===== config.mk =====
export PLATFORM = sky130hd
export DESIGN_NAME = router_pkt_tx
export DESIGN_NICKNAME = d
export VERILOG_FILES = /design/src/rtl/router_pkt_tx.sv
export SDC_FILE = /design/constraint.sdc
export NUM_CORES = 1
export LEC_CHECK = 0
export ABC_AREA = 1
export BUFFER_PORTS_ARGS = -buffer_cell sky130_fd_sc_hd__buf_4
export CAP_MARGIN = 20
export CORE_MARGIN = 3
export CORE_UTILIZATION = 40
export DETAILED_ROUTE_END_ITERATION = 12
export PLACE_DENSITY_LB_ADDON = 0.05
export SLEW_MARGIN = 0
export SYNTH_ARGS = -nofsm -noshare
export SYNTH_HDL_FRONTEND = slang
export SYNTH_SLANG_ARGS = --single-unit

===== constraint.sdc =====
create_clock -name clk -period 5.9 [get_ports clk]
set_input_delay 1.475 -clock clk [delete_from_list [all_inputs] [get_ports clk]]
set_output_delay 1.475 -clock clk [all_outputs]
set_load 0.05 [all_outputs]

===== src/rtl/router_pkt_tx.sv =====
// Packet source for the 1x3 router input port: buffers a payload, then sends header/payload/parity under busy.
// Optional: define ROUTER_TX_PAR_CORRUPT_EN to add the 'corrupt' input, which inverts the transmitted parity byte.
module router_pkt_tx #(
  parameter int ERR_WAIT = 3,
  parameter int DEPTH    = 63
) (
  input  logic       clk,
  input  logic       rstn,
  input  logic       cmd_valid,
  output logic       cmd_ready,
  input  logic [1:0] cmd_addr,
  input  logic [5:0] cmd_len,
  input  logic       pl_valid,
  output logic       pl_ready,
  input  logic [7:0] pl_data,
  input  logic       busy,
  input  logic       err,
`ifdef ROUTER_TX_PAR_CORRUPT_EN
  input  logic       corrupt,
`endif
  output logic [7:0] data_out,
  output logic       pkt_valid,
  output logic       done,
  output logic       status_err,
  output logic       tx_active
);

  localparam int CW = (ERR_WAIT > 1) ? $clog2(ERR_WAIT) : 1;

  typedef enum logic [2:0] {
    S_IDLE = 3'd0,
    S_FILL = 3'd1,
    S_HDR  = 3'd2,
    S_PLD  = 3'd3,
    S_PAR  = 3'd4,
    S_CHK  = 3'd5
  } state_t;

  function automatic logic [7:0] par_acc(input logic [7:0] acc, input logic [7:0] b);
    return acc ^ b;
  endfunction

  state_t          state_q, state_d;
  logic [7:0]      hdr_q, hdr_d;
  logic [7:0]      par_q, par_d;
  logic [5:0]      wcnt_q, wcnt_d;
  logic [5:0]      idx_q, idx_d;
  logic [CW-1:0]   ccnt_q, ccnt_d;
  logic            err_sticky_q, err_sticky_d;
  logic            cmd_ready_q, cmd_ready_d;
  logic            pl_ready_q, pl_ready_d;
  logic [7:0]      data_out_q, data_out_d;
  logic            pkt_valid_q, pkt_valid_d;
  logic            done_q, done_d;
  logic            status_err_q, status_err_d;
  logic            tx_active_q, tx_active_d;
`ifdef ROUTER_TX_PAR_CORRUPT_EN
  logic            corrupt_q, corrupt_d;
`endif
  logic [7:0]      pbuf_q [DEPTH];
  logic            buf_we_s;
  logic            cmd_hs_s;
  logic            pl_hs_s;
  logic [5:0]      len_s;
  logic [7:0]      tx_par_s;

  assign len_s = hdr_q[7:2];

  // Next-state, datapath updates, and output decode from the next state so every output is a flop.
  always_comb begin
    state_d      = state_q;
    hdr_d        = hdr_q;
    par_d        = par_q;
    wcnt_d       = wcnt_q;
    idx_d        = idx_q;
    ccnt_d       = ccnt_q;
    err_sticky_d = err_sticky_q;
    done_d       = 1'b0;
    status_err_d = 1'b0;
    buf_we_s     = 1'b0;
`ifdef ROUTER_TX_PAR_CORRUPT_EN
    corrupt_d    = corrupt_q;
`endif
    cmd_hs_s     = cmd_valid && cmd_ready_q;
    pl_hs_s      = pl_valid && pl_ready_q;

    case (state_q)
      S_IDLE: begin
        if (cmd_hs_s) begin
          if ((cmd_len == 6'd0) || (cmd_addr == 2'd3)) begin
            done_d       = 1'b1;
            status_err_d = 1'b1;
          end else begin
            hdr_d   = {cmd_len, cmd_addr};
            par_d   = {cmd_len, cmd_addr};
            wcnt_d  = 6'd0;
            state_d = S_FILL;
`ifdef ROUTER_TX_PAR_CORRUPT_EN
            corrupt_d = corrupt;
`endif
          end
        end else begin
          state_d = S_IDLE;
        end
      end
      S_FILL: begin
        if (pl_hs_s) begin
          buf_we_s = 1'b1;
          par_d    = par_acc(par_q, pl_data);
          wcnt_d   = wcnt_q + 6'd1;
          if (wcnt_q == (len_s - 6'd1)) begin
            state_d = S_HDR;
          end else begin
            state_d = S_FILL;
          end
        end else begin
          state_d = S_FILL;
        end
      end
      S_HDR: begin
        if (!busy) begin
          state_d = S_PLD;
          idx_d   = 6'd0;
        end else begin
          state_d = S_HDR;
        end
      end
      S_PLD: begin
        if (!busy) begin
          if (idx_q == (len_s - 6'd1)) begin
            state_d = S_PAR;
          end else begin
            idx_d = idx_q + 6'd1;
          end
        end else begin
          state_d = S_PLD;
        end
      end
      S_PAR: begin
        if (!busy) begin
          state_d      = S_CHK;
          ccnt_d       = {CW{1'b0}};
          err_sticky_d = 1'b0;
        end else begin
          state_d = S_PAR;
        end
      end
      S_CHK: begin
        // The router flags parity errors a few cycles late, so err is accumulated over the whole window.
        err_sticky_d = err_sticky_q | err;
        ccnt_d       = ccnt_q + {{(CW-1){1'b0}}, 1'b1};
        if (ccnt_q == CW'(ERR_WAIT - 1)) begin
          state_d      = S_IDLE;
          done_d       = 1'b1;
          status_err_d = err_sticky_q | err;
        end else begin
          state_d = S_CHK;
        end
      end
      default: begin
        state_d = S_IDLE;
      end
    endcase

`ifdef ROUTER_TX_PAR_CORRUPT_EN
    tx_par_s = corrupt_d ? ~par_d : par_d;
`else
    tx_par_s = par_d;
`endif

    case (state_d)
      S_HDR: begin
        data_out_d  = hdr_d;
        pkt_valid_d = 1'b1;
      end
      S_PLD: begin
        data_out_d  = pbuf_q[idx_d];
        pkt_valid_d = 1'b1;
      end
      S_PAR: begin
        data_out_d  = tx_par_s;
        pkt_valid_d = 1'b0;
      end
      default: begin
        data_out_d  = 8'h00;
        pkt_valid_d = 1'b0;
      end
    endcase

    cmd_ready_d = (state_d == S_IDLE);
    pl_ready_d  = (state_d == S_FILL);
    tx_active_d = (state_d == S_HDR) || (state_d == S_PLD) ||
                  (state_d == S_PAR) || (state_d == S_CHK);
  end

  // Control and output registers; reset aborts any packet in flight.
  always_ff @(posedge clk or negedge rstn) begin
    if (!rstn) begin
      state_q      <= S_IDLE;
      hdr_q        <= 8'h00;
      par_q        <= 8'h00;
      wcnt_q       <= 6'd0;
      idx_q        <= 6'd0;
      ccnt_q       <= {CW{1'b0}};
      err_sticky_q <= 1'b0;
      cmd_ready_q  <= 1'b0;
      pl_ready_q   <= 1'b0;
      data_out_q   <= 8'h00;
      pkt_valid_q  <= 1'b0;
      done_q       <= 1'b0;
      status_err_q <= 1'b0;
      tx_active_q  <= 1'b0;
`ifdef ROUTER_TX_PAR_CORRUPT_EN
      corrupt_q    <= 1'b0;
`endif
    end else begin
      state_q      <= state_d;
      hdr_q        <= hdr_d;
      par_q        <= par_d;
      wcnt_q       <= wcnt_d;
      idx_q        <= idx_d;
      ccnt_q       <= ccnt_d;
      err_sticky_q <= err_sticky_d;
      cmd_ready_q  <= cmd_ready_d;
      pl_ready_q   <= pl_ready_d;
      data_out_q   <= data_out_d;
      pkt_valid_q  <= pkt_valid_d;
      done_q       <= done_d;
      status_err_q <= status_err_d;
      tx_active_q  <= tx_active_d;
`ifdef ROUTER_TX_PAR_CORRUPT_EN
      corrupt_q    <= corrupt_d;
`endif
    end
  end

  // Payload storage; contents are don't-care after reset.
  always_ff @(posedge clk) begin
    if (buf_we_s) begin
      pbuf_q[wcnt_q] <= pl_data;
    end
  end

  assign cmd_ready  = cmd_ready_q;
  assign pl_ready   = pl_ready_q;
  assign data_out   = data_out_q;
  assign pkt_valid  = pkt_valid_q;
  assign done       = done_q;
  assign status_err = status_err_q;
  assign tx_active  = tx_active_q;

endmodule

==> flow_metrics.py <==
metrics = {
    "global_route": {
        "grt_overflow_total": 0,
        "grt_use_total_pct": 22.6,
        "grt_max_degree": 137,
        "grt_pass1_wl_um": 106000,
        "grt_pass1_vias": 15700,
        "antenna_found_initial": 2,
    },
    "synthesis": {
        "syn_inst": 2125,
        "ys_async_sr_fraction_pct": 8.70,
        "yosysUniqueCellTypes": 34,
        "synth_edf_count": 504,
        "synth_ff_type": "edfxtp_1",
        "syn_avg_cell_area_um2": 11.1,
        "syn_area_mm2": 0.0235,
        "syn-num-nets": 2151,
        "synth_seq_cells": 552,
        "ys_seq_area_share_pct": 69.4,
        "yosys_warnings": 0,
    },
    "floorplanning": {
        "start_util_pct": 40.6,
        "die_area_mm2": 0.0618,
        "io_pins": 36,
        "rows": 88,
        "core_area_mm2": 0.0579,
        "die_w_um": 249,
        "die_h_um": 249,
    },
    "critical_path": {
        "path_max_fanout": 132,
        "crit_type": "flip-flop to flip-flop",
        "worstReg2RegStart": "hdr_q[2]",
        "cp-start-kind": "flip-flop",
        "worstPathRequired_ns": 6.44,
        "crit_end": "data_out[0]",
        "critPathArrivalTime_ns": 4.80,
        "cp-end-kind": "flip-flop",
        "r2r_slack_ns": 1.64,
        "rr_worst_depth": 23,
        "startpoint": "hdr_q[2]",
        "timing.rr.end": "data_out[0]",
    },
    "clocking": {
        "cts_made_buffers": 60,
        "cts_tree": "yes",
        "cts_resized": 0,
        "clk_path_buf_depth": 3,
        "ctsHoldBuffers": 0,
        "cts_sinks": 552,
        "cts_root_buffer": "clkbuf_16",
        "clock_latency_ns": 0.62,
        "postCtsSetupBuffers": 0,
        "htreeDepth": 2,
        "path_clk_slew_ns": 0.06,
    },
    "power": {
        "swShare_pct": 37.1,
        "comb_power_share_pct": 32.0,
        "max-vdd-ir-drop_uv": 289,
        "clkPwrFrac_pct": 29.8,
        "power_frac_seq_pct": 38.3,
        "internal_power_uw": 7500,
        "p_switching_uw": 4430,
        "power-per-cell-area_mw_per_mm2": 453,
        "power_leakage_uw": 0.00964,
    },
    "sta": {
        "skew_ns": 0.0111,
        "tns_ns": 0,
        "drv_slew": 0,
        "setup_violations": 0,
        "hold_viol": 0,
        "worst_pin_slew_ns": 1.03,
        "timing.final.crit_share_pct": 72.2,
        "fin_crit_ns": 4.26,
        "fmax_mhz": 235,
        "relSlewSlack_pct": 31.1,
        "rsz0062_at_grt": "false",
    },
    "detailed_routing": {
        "drt_first_pass_iters": 6,
        "drc": 0,
        "finalWirelength_um": 71000,
        "postRouteAntennaNets": 0,
        "vias": 16400,
        "dr.first_iter.drc_count": 1579,
        "routedWlPerCell_um": 24.1,
        "via_per_inst": 5.57,
    },
    "placed_design": {
        "io_buffers": 35,
        "dp.cells": 2828,
        "gp_congestion": 0.822,
        "dp_hpwl_um": 40800,
    },
    "finish": {
        "finish.utilization_pct": 45.4,
        "n_antenna_cell": 0,
        "num-fill-cells": 5533,
        "mostFrequentLayoutCells": "nand3_1, edfxtp_1, nand2_1, inv_1, nor2_1",
        "drive_above_1_share_pct": 7.36,
        "fin_nets": 2151,
        "instances_no_fill": 2940,
        "mostFrequentLayoutCell": "nand3_1",
        "area_delta_synth_final_pct": 11.8,
    },
    "hold_path": {
        "holdCritPathClass": "flip-flop to flip-flop",
    },
    "status": {
        "status": "finished clean",
    },
    "flow_run": {
        "drv_cap": 0,
    },
}
flip-flops by register name (all words and copies together), names as in the netlist, 2 cells and up:
| signal | cells |
|---|---|
| pbuf_q | 504 |
| data_out | 8 |
| hdr_q | 8 |
| par_q | 8 |
| idx_q | 6 |
| wcnt_q | 6 |
| state_q | 3 |
| ccnt_q | 2 |
synthesized netlist by cell type (all sizes together) (6+ instances only):
cell type,number,area share (%)
nand3,608,13
edfxtp,504,64
nand2,476,7.6
inv,124,2.0
nor2,111,1.8
buf,91,2.1
dfrtp,48,5.1
o21ai,40,0.88
nand3b,34,1.1
clkbuf,31,0.49
a21oi,17,0.38
a31oi,11,0.29
and3,6,0.16
metal layers:
layer  share of wire [%]  vias up  track usage (%)  wire length (µm)
li1                    -     7496                -                 -
met1                  46     8243             33.4             32700
met2                  46      547             35.3             32500
met3                 5.8      101             2.93              4130
met4                 2.2        0             6.09              1590
met5                   0        -                0                 0
layout make-up:
class	instances	area, µm²	share of cell area (%)
clock buffer	82	1670	6.34
clock inverter	30	168	0.637
inverter	124	470	1.79
multi-input combinational	1327	6150	23.4
sequential	552	16300	62.1
tap	765	957	3.64
timing repair buffer	60	551	2.09
power by group through the flow:
| stage | clock, µW | sequential [µW] | combinational (µW) |
|---|---|---|---|
| CTS | 3630 | 4560 | 3840 |
| detailed placement | 0 | 4640 | 3830 |
| finish | 3550 | 4560 | 3810 |
| global placement | 0 | 4640 | 3820 |
| floorplan | 0 | 4690 | 2490 |
| global route | 3770 | 4580 | 4230 |
kinds of logic after synthesis:
group / count (synthesis) / synth area share, %
simple gates: 1246 / 23.9
flops: 552 / 69.4
buf+inv: 246 / 4.59
compound gates: 75 / 1.78
fa+ha+maj: 4 / 0.213
xor+xnor: 2 / 0.0745
per-stage QoR:
step / area (µm²) / setup WS [ns] / hold slack, ns / total power, µW
6_report: 26300 / 1.64 / 0.479 / 11900
5_1_grt: 26300 / 1.23 / 0.507 / 12600
2_1_floorplan: 23500 / 2.77 / 0.444 / 7180
3_3_place_gp: 24500 / 1.28 / 0.463 / 8450
4_1_cts: 26300 / 1.62 / 0.485 / 12000
3_5_place_dp: 24500 / 1.25 / 0.472 / 8470
how the worst min path moves through the flow:
| stage | start | to | slack (ns) | cells past startpoint |
|---|---|---|---|---|
| after floorplan | hdr_q[0] | hdr_q[0] | 0.44 | 2 |
| after detailed placement | hdr_q[0] | hdr_q[0] | 0.47 | 2 |
| after CTS | hdr_q[0] | hdr_q[0] | 0.49 | 2 |
| final | hdr_q[0] | hdr_q[0] | 0.48 | 2 |
| after global placement | hdr_q[0] | hdr_q[0] | 0.46 | 2 |
| after global routing | hdr_q[1] | hdr_q[1] | 0.51 | 2 |
critical path, cell delays in order (launching register included):
cell and delay (ns):
dfrtp_1 0.39, inv_2 0.09, ha_1 0.27, inv_1 0.09, nand2_1 0.07, nand3_1 0.09
nand2_1 0.06, nor2_1 0.09, nand2_1 0.07, nor2_2 0.17, nand2_2 0.11, nand3_2 0.12
nand3_4 0.12, nand2_8 0.10, buf_12 0.42, buf_12 0.56, nand2_1 0.10, nand3_1 0.10
nand3_1 0.15, nand3_1 0.18, nand3_1 0.09, nand3_1 0.18, nand3_1 0.21, nand2_1 0.17
No activity file was read; power rests on OpenSTA's default activity.
